**config.mk**
```make
export PLATFORM = sky130hd
export DESIGN_NAME = uart_tx_fifo
export DESIGN_NICKNAME = d
export VERILOG_FILES = /design/src/rtl/uart_tx_fifo.sv
export SDC_FILE = /design/constraint.sdc
export NUM_CORES = 1
export LEC_CHECK = 0
export CORE_MARGIN = 2
export CORE_UTILIZATION = 55
export CTS_BUF_LIST = sky130_fd_sc_hd__clkbuf_4
export CTS_CLUSTER_DIAMETER = 60
export DETAILED_ROUTE_END_ITERATION = 7
export MAX_ROUTING_LAYER = met4
export PLACE_DENSITY = 0.79
export SETUP_SLACK_MARGIN = 0.02
export SLEW_MARGIN = 25
export SYNTH_ARGS = -nofsm -noshare
export SYNTH_HDL_FRONTEND = slang
export SYNTH_SLANG_ARGS = --single-unit
```
**constraint.sdc**
```tcl
create_clock -name clk -period 4.1 [get_ports clk]
set_input_delay 0.615 -clock clk [delete_from_list [all_inputs] [get_ports clk]]
set_output_delay 0.615 -clock clk [all_outputs]
set_load 0.01 [all_outputs]
```
**src/rtl/uart_tx_fifo.sv**
```systemverilog
// UART transmitter with an integrated TX FIFO; frame format set by parameters,
// bit timing driven by an external one-cycle baud tick (clk_en).
module uart_tx_fifo #(
    parameter int DATA_BITS  = 8,
    parameter int PARITY     = 0,
    parameter int STOP_BITS  = 1,
    parameter int FIFO_DEPTH = 4
) (
    input  logic                          clk,
    input  logic                          rst_n,
    input  logic                          clk_en,
    input  logic                          start,
    input  logic [DATA_BITS-1:0]          data,
    output logic                          full,
    output logic                          overflow,
    output logic [$clog2(FIFO_DEPTH):0]   level,
    output logic                          tx,
    output logic                          busy
);

    localparam int AW = $clog2(FIFO_DEPTH);
    localparam int LW = AW + 1;
    localparam int BW = $clog2(DATA_BITS);
    localparam logic [BW-1:0] LAST_BIT  = BW'(DATA_BITS - 1);
    localparam logic          LAST_STOP = (STOP_BITS == 2);

    typedef enum logic [2:0] {S_IDLE, S_START, S_DATA, S_PARITY, S_STOP} state_t;

    logic [DATA_BITS-1:0] r_mem [FIFO_DEPTH];
    logic [AW-1:0]        r_wr_ptr, r_rd_ptr;
    logic [LW-1:0]        r_level;
    logic                 w_full, w_empty, w_push, w_pop;
    logic [DATA_BITS-1:0] w_rd_word;

    state_t               r_state, w_state_nxt;
    logic [DATA_BITS-1:0] r_shift;
    logic [BW-1:0]        r_bit_cnt;
    logic                 r_stop_cnt;
    logic                 r_par;
    logic                 r_tx;
    logic                 w_tx_nxt, w_shift_en, w_bit_clr, w_bit_inc, w_stop_clr, w_stop_inc;

    // full is taken from the registered level, so a same-cycle pop never frees a slot
    assign w_full    = (r_level == LW'(FIFO_DEPTH));
    assign w_empty   = (r_level == '0);
    assign w_push    = start && !w_full;
    assign w_rd_word = r_mem[r_rd_ptr];

    // NOTE: the storage array has no reset; pointers and level alone define its contents.
    always_ff @(posedge clk) begin
        if (w_push) r_mem[r_wr_ptr] <= data;
    end

    // NOTE: sequential state uses non-blocking assignments so every register samples pre-edge values.
    always_ff @(posedge clk or negedge rst_n) begin
        if (!rst_n) begin
            r_wr_ptr <= '0;
            r_rd_ptr <= '0;
            r_level  <= '0;
        end else begin
            if (w_push) r_wr_ptr <= r_wr_ptr + AW'(1);
            if (w_pop)  r_rd_ptr <= r_rd_ptr + AW'(1);
            unique case ({w_push, w_pop})
                2'b10:   r_level <= r_level + LW'(1);
                2'b01:   r_level <= r_level - LW'(1);
                default: r_level <= r_level;
            endcase
        end
    end

    always_ff @(posedge clk or negedge rst_n) begin
        if (!rst_n) r_state <= S_IDLE;
        else        r_state <= w_state_nxt;
    end

    // NOTE: each combinational block assigns defaults first so no path can infer a latch.
    always_comb begin
        w_state_nxt = r_state;
        if (clk_en) begin
            unique case (r_state)
                S_IDLE:   if (!w_empty) w_state_nxt = S_START;
                S_START:  w_state_nxt = S_DATA;
                S_DATA:   if (r_bit_cnt == LAST_BIT)
                              w_state_nxt = (PARITY != 0) ? S_PARITY : S_STOP;
                S_PARITY: w_state_nxt = S_STOP;
                S_STOP:   if (r_stop_cnt == LAST_STOP)
                              w_state_nxt = w_empty ? S_IDLE : S_START;
                default:  w_state_nxt = S_IDLE;
            endcase
        end
    end

    always_comb begin
        w_pop      = 1'b0;
        w_tx_nxt   = r_tx;
        w_shift_en = 1'b0;
        w_bit_clr  = 1'b0;
        w_bit_inc  = 1'b0;
        w_stop_clr = 1'b0;
        w_stop_inc = 1'b0;
        if (clk_en) begin
            unique case (r_state)
                S_IDLE: if (!w_empty) begin
                    w_pop    = 1'b1;
                    w_tx_nxt = 1'b0;
                end
                S_START: begin
                    w_tx_nxt  = r_shift[0];
                    w_bit_clr = 1'b1;
                end
                S_DATA: if (r_bit_cnt == LAST_BIT) begin
                    w_tx_nxt   = (PARITY != 0) ? r_par : 1'b1;
                    w_stop_clr = 1'b1;
                end else begin
                    w_tx_nxt   = r_shift[1];
                    w_shift_en = 1'b1;
                    w_bit_inc  = 1'b1;
                end
                S_PARITY: begin
                    w_tx_nxt   = 1'b1;
                    w_stop_clr = 1'b1;
                end
                S_STOP: if (r_stop_cnt == LAST_STOP) begin
                    if (!w_empty) begin
                        w_pop    = 1'b1;
                        w_tx_nxt = 1'b0;
                    end
                end else begin
                    w_stop_inc = 1'b1;
                end
                default: w_tx_nxt = 1'b1;
            endcase
        end
    end

    // tx resets asynchronously, so a truncated frame releases the line at once
    always_ff @(posedge clk or negedge rst_n) begin
        if (!rst_n) begin
            r_tx       <= 1'b1;
            r_shift    <= '0;
            r_par      <= 1'b0;
            r_bit_cnt  <= '0;
            r_stop_cnt <= 1'b0;
        end else begin
            r_tx <= w_tx_nxt;
            if (w_pop) begin
                r_shift <= w_rd_word;
                r_par   <= (PARITY == 2) ? ^w_rd_word : ~^w_rd_word;
            end else if (w_shift_en) begin
                r_shift <= r_shift >> 1;
            end
            if (w_bit_clr)      r_bit_cnt <= '0;
            else if (w_bit_inc) r_bit_cnt <= r_bit_cnt + BW'(1);
            if (w_stop_clr)      r_stop_cnt <= 1'b0;
            else if (w_stop_inc) r_stop_cnt <= r_stop_cnt + 1'b1;
        end
    end

    assign full     = w_full;
    assign overflow = start && w_full;
    assign level    = r_level;
    assign tx       = r_tx;
    assign busy     = (r_state != S_IDLE) || !w_empty;

endmodule
```
==> results of run 1 <==
==> cell usage after synthesis <==
cell       count  area (µm²)
edfxtp_1      32         961
dfrtp_1       22         551
nand2_1       17        63.8
nor2_1         9        33.8
mux4_2         8         180
ha_1           7        87.6
inv_1          7        26.3
o21ai_0        7        35.0
a31oi_1        5        31.3
and3_1         5        31.3
xnor2_1        5        43.8
a21boi_0       2        15.0
a21oi_1        2        10.0
a22o_1         2        17.5
and2_1         2        12.5
buf_4          2        15.0
clkbuf_1       2        7.51
mux2_2         2        22.5
nand3_1        2        10.0
nor2b_1        2        12.5
o31ai_1        2        15.0
a21o_1         1        7.51
a22oi_1        1        7.51
and2_0         1        6.26
buf_2          1        5.00
dfstp_2        1        26.3
fa_1           1        20.0
mux2i_1        1        10.0
nand4_2        1        12.5
nor2_2         1        6.26
nor3b_2        1        12.5
o2bb2ai_1      1        8.76
o32a_1         1        10.0
or3_1          1        6.26
or4_1          1        7.51
xor2_1         1        8.76
==> metal layers <==
layer	vias to the layer above	track usage	wire, µm
met5	-	-	0
met4	0	0.0828	65
met3	7	0.0334	142
met2	27	0.301	2080
met1	667	0.227	1530
li1	627	-	-
==> worst reg2reg max path, cell delays in order, from the launching register on <==
cell	delay [ps]
dfrtp_1	470
or3_1	420
nand4_2	320
inv_1	170
ha_1	250
fa_1	390
xnor2_1	140
nor2_1	110
xor2_1	160
==> where the power goes <==
part | switching, µW | internal [µW]
Combinational | 290 | 317
Clock | 168 | 72.9
Sequential | 152 | 768
Total | 611 | 1160
==> logic make-up after synthesis <==
logic type	after synthesis	share of synthesized area
AO/OA/AOI/OAI	24	0.0675
AND/OR/NAND/NOR	43	0.0921
buffers and inverters	12	0.0230
XOR/XNOR	6	0.0225
flip-flops	55	0.658
adder cells (fa/ha/maj)	8	0.0460
multiplexers	11	0.0910
==> flip-flops by register name, indices dropped and copies added (netlist names) <==
name	count
r_bit_cnt	3
r_state	3
r_mem	32
r_stop_cnt	1
r_wr_ptr	2
r_shift	8
r_rd_ptr	2
tx	1
level	3
==> per-stage QoR <==
step	worst slack, ps	hold slack, ps	instance area [µm²]
floorplan	1940	319	2340
global placement	1360	486	2550
detailed placement	1240	498	2550
CTS	1300	530	2620
global route	1210	212	2610
finish	1320	180	2610
==> cell type report <==
type,count,area (µm²)
Tap cell,50,62.6
Clock buffer,5,37.5
Multi-Input combinational cell,92,746
Fill cell,271,1450
Sequential cell,55,1540
Timing Repair Buffer,18,175
Inverter,7,26.3
Clock inverter,3,26.3
==> worst max path at each step <==
stage	endpoint	slack (ps)	from	depth (start not counted)
5_1_grt	busy	1210	level[1]	3
4_1_cts	busy	1300	level[0]	3
2_1_floorplan	level[2]	1940	level[1]	8
3_3_place_gp	level[1]	1360	clk_en	6
3_5_place_dp	level[1]	1240	clk_en	6
6_report	busy	1320	level[0]	3
==> impl_results.md, run 1 <==
* Status: completed
* Crit share post-route at 0.679
* Clk_lat worst skew at 370 ps
* Leakage at 0.00102 µW
* Area Overhead vs Synth at 11.7%
* Max VDD drop at 333 µV
* Fin Clk Skew at ~11 ps
* # diodes at 0
* Crit path time final at approximately 2800 ps
* Total Power at 1770 µW
* Vias in the first global route at between 1000 and 1500
* CTS Buf Count at 5
* I/O Buffers at 18
* Setup TNS at 0 ps
* Layout Utilization at 0.644
* Reg-to-reg startpoint: level[0]
* Layout net count at between 150 and 200
* Die area at around 4800 µm²
* Most frequent cells in the layout: edfxtp_1, dfrtp_1, nand2_1, clkdlybuf4s50_1, nor2_1
* H-tree depth at 2
* Cells along the critical path: or3_1 > or4_1 > clkdlybuf4s50_1
* Slew headroom at 0.629
* Synth Register Bits at 55
* Reg2Reg Setup Slack at 1610 ps
* Crit. End Element: output pin
* Worst-path clk slew at between 150 and 200 ps
* Max-cap violations at 0
* # DRC at 0
* CTS sink cnt at 55
* Detailed-route via count at 1328
* Sequential area share after synthesis at 0.658
* Die extent in y at 69.2 µm
* Final-report setup violation count at 0
* Die W at 69.2 µm
* Total Wirelength at approximately 3800 µm
* Startpoint Class: flop
* Critical-path top delay cell: clkdlybuf4s50_1
* Worst path max stage delay at 490 ps
* Io pins at 19
* R2R Path End: level[2]
* Arrival time at the worst endpoint at roughly 2200 ps
* Post-DRT Antenna Nets at 0
* First-pass GRT wire length at 6630 µm
* Initial antenna violation count at 0
* Crit path max fanout at 5
* Initial DRT Pass Iterations at 4
* Root Buffer: clkbuf_4
* Power density over cell area at around 680 nW/µm²
* Grt ovf at 0
* Worst path required time at 3480 ps
* GP Congestion at 0.763
* CTS tree: built
* Layout cell share with drive strength beyond 1 at 0.128
* Hold Crit Class: in -> async
* Starting DRC count in detailed routing at 47
* Syn Nets at between 150 and 200
* Fin. Hold Viols at 0
* CORE AREA at roughly 4100 µm²
* Synth Instances at 159
* Commonest non-fill, non-tap cell in the layout: edfxtp_1
* Pins Over Slew Limit at 0
* Mean Syn Cell Area at ~15 µm²
* Vias/cell at 5.77
* Worst reg-to-reg path cell count at 8
* Unrepaired setup endpoints after global routing: no
* Cts hold-fix bufs at 0
* CP delay by family, top: simple AND/OR/NAND/NOR gates
* Initial Util at 0.576
* Post-Syn Area at 2340 µm²
* Post-Layout Cell Count at 230
* Cts repair resizes at 0
* Wirelength per Cell at 16.6 µm
* Crit path kind: reg -> out
* Hpwl dp at 2810 µm
* # rows at 23
* Max Fclk at 359 MHz
* Measured slew at the worst slew-check pin at 557 ps
* Placed Instances at between 200 and 250
* Total track usage at 0.185
* Post-synthesis cell type count at 36
* Buffers & Inverters on Critical Path at 1
* Largest net degree at the start of global routing at 24
* Clock Path Buffers at 2
* Postcts setup bufs at 0
* Yosys Warn Count at 0
Power figures use the tool's default switching activity.
==> inputs of run 2 (changes only) <==
- CORE_UTILIZATION: 55 -> 54
- PLACE_DENSITY: 0.79 -> 0.81
- clock period: 4.1 -> 2.3 ns (I/O delays scaled with it)
==> impl_results.md, run 2 (synthesis results as in run 1) <==
* Status: completed (unchanged)
* Area Overhead vs Synth at 14.9% (was 11.7%)
* GR peak layer: met2 (unchanged)
* Startpoint Class: flop (unchanged)
* Met2 usage at 0.281 (was 0.301)
* Biggest regs: r_mem x32, r_shift x8 (unchanged)
* Hold Crit Class: in -> async (unchanged)
* Total track usage at 0.177 (was 0.185)
* Cells along the critical path: or3_4 > or4_1 > clkdlybuf4s15_1 (was or3_1 > or4_1 > clkdlybuf4s50_1)
* Multi-input logic area at 751 µm² (was 746 µm²)
* Arrival time at the worst endpoint at 1830 ps (was 2170 ps)
* Design area at 2690 µm² (was 2610 µm²)
* Max Fclk at 460 MHz
* Total Power at 3260 µW (was 1770 µW)
* Final-report setup violation count at 0 (unchanged)
* # DRC at 0 (unchanged)
* Largest net degree at the start of global routing at 24 (unchanged)
* Buffers & Inverters on Critical Path at 1 (unchanged)
* Placed instance area at 2600 µm² (was 2550 µm²)
* CTS tree: built (unchanged)
* Measured slew at the worst slew-check pin at 575 ps (was 557 ps)
* Commonest non-fill, non-tap cell in the layout: edfxtp_1 (unchanged)
* Crit path max fanout at 3 (was 5)
* Worst path required time at 1960 ps (was 3480 ps)
* # diodes at 0 (unchanged)
* Die area at 4870 µm² (was 4790 µm²)
* Most frequent cells in the layout: edfxtp_1, dfrtp_1, nand2_1, clkdlybuf4s50_1, nor2_1 (unchanged)
* Worst reg-to-reg path cell count at 8 (unchanged)
* Worst path max stage delay at 410 ps (was 490 ps)
* Total Wirelength at 3780 µm (was 3820 µm)
* Max-cap violations at 0 (unchanged)
* Crit. End Element: output pin (unchanged)
* Setup TNS at 0 ps (unchanged)
* H-tree depth at 2 (unchanged)
* Reg-to-reg startpoint: level[1] (was level[0])
* Max reg flops at 32 (unchanged)
* Reg2Reg Setup Slack at 210 ps (was 1610 ps)
* Crit path kind: reg -> out (unchanged)
* Root Buffer: clkbuf_4 (unchanged)
* Wirelength per Cell at 16.0 µm (was 16.6 µm)
* Grt ovf at 0 (unchanged)
* Max VDD drop at 603 µV (was 333 µV)
* Worst-path clk slew at 160 ps (about the same)
* CORE AREA at 4090 µm² (was 4060 µm²)
* Grt met3 use at 0.0494 (was 0.0334)
* I/O Buffers at 18 (unchanged)
* Hold WS at 292 ps (was 180 ps)
* CTS Buf Count at 5 (unchanged)
* Initial antenna violation count at 0 (unchanged)
* Power density over cell area at 1210 nW/µm² (was 677 nW/µm²)
* Vias/cell at 5.65 (was 5.77)
* Critical-path top delay cell: dfrtp_1 (was clkdlybuf4s50_1)
* First-pass GRT wire length at 6550 µm (was 6630 µm)
* Die extent in y at 69.8 µm (was 69.2 µm)
* Leakage at 0.00106 µW (was 0.00102 µW)
* GRT met1 Usage at 0.229 (was 0.227)
* Fin Clk Skew at 22.9 ps (was 10.7 ps)
* Detailed-route via count at 1340 (was 1328)
* Clk_lat worst skew at 370 ps (about the same)
* Starting DRC count in detailed routing at 54 (was 47)
* Vias in the first global route at 1396 (was 1446)
* Slew headroom at 0.616 (was 0.629)
* GP Congestion at 0.756 (was 0.763)
* # rows at 23 (unchanged)
* Hpwl dp at 2680 µm (was 2810 µm)
* Layout net count at 206 (was 199)
* Fillcell total at 287 (was 271)
* Io pins at 19 (unchanged)
* Register area at 1540 µm² (unchanged)
* CP delay by family, top: simple AND/OR/NAND/NOR gates (unchanged)
* CTS sink cnt at 55 (unchanged)
* Crit path time final at ~2200 ps
* Layout cell share with drive strength beyond 1 at 0.155 (was 0.128)
* Cts hold-fix bufs at 0 (unchanged)
* R2R Path End: level[2] (unchanged)
* Initial Util at 0.572 (was 0.576)
* Clock Path Buffers at 2 (unchanged)
* Initial DRT Pass Iterations at 4 (unchanged)
* Post-DRT Antenna Nets at 0 (unchanged)
* Die W at 69.8 µm (was 69.2 µm)
* Fin. Hold Viols at 0 (unchanged)
* Crit share post-route at 0.945
* Reg with most FFs: r_mem (unchanged)
* Pins Over Slew Limit at 0 (unchanged)
* Unrepaired setup endpoints after global routing: no (unchanged)
## run 2: cell types whose count changed in the layout (fill, tap and decap cells not counted), sizes merged
| cell | before | now |
|---|---|---|
| buf | 1 | 7 |
| clkinv | 1 | 2 |
| bufinv | 0 | 1 |
| inv | 9 | 7 |
| clkdlybuf4s15 | 0 | 1 |
## run 2: worst register-to-register path, cell delays in order (launching register included)
cell	delay, ps
dfrtp_1	410
or3_4	390
nand4_2	110
inv_1	90
ha_1	230
fa_1	390
xnor2_1	130
nor2_1	100
xor2_1	170
## run 2: how the worst max path moves through the flow
| stage | start | to | slack (ps) | depth (start not counted) |
|---|---|---|---|---|
| global route | level[1] | busy | 40 | 3 |
| global placement | start | level[2] | 180 | 8 |
| detailed placement | start | level[2] | 130 | 8 |
| CTS | level[1] | busy | 40 | 3 |
| finish | level[1] | busy | 130 | 3 |
| floorplan | level[1] | level[2] | 140 | 8 |
## run 2: through the flow
stage	std cells	setup WS [ps]	util
floorplan	159	139	-
global placement	228	177	0.636
detailed placement	228	131	0.636
CTS	236	42.2	0.654
global route	237	39.3	0.657
finish	237	126	0.657
## run 2: metal layers
layer	share of wire	vias up
met5	0	-
met4	0.0042	0
met3	0.036	2
met2	0.53	32
met1	0.43	668
li1	-	638
## run 2: cell type report
type                    instances  share of cell area
clock buffers                   5              0.0140
multi-input cells              92               0.279
inverters                       7             0.00978
repair buffers                 25              0.0866
flip-flops and latches         55               0.572
clock inverters                 3              0.0144
well taps                      50              0.0233
## run 2: repair_timing
item | 4_1_cts | 5_1_grt
resized for setup | 1 | 2
buffers inserted | 0 | 1
endpoints found under the setup margin | 1 | 1
## run 2: power by group
| part | switching [µW] | internal (µW) |
|---|---|---|
| registers | 240 | 1370 |
| logic | 540 | 614 |
| clock network | 276 | 224 |
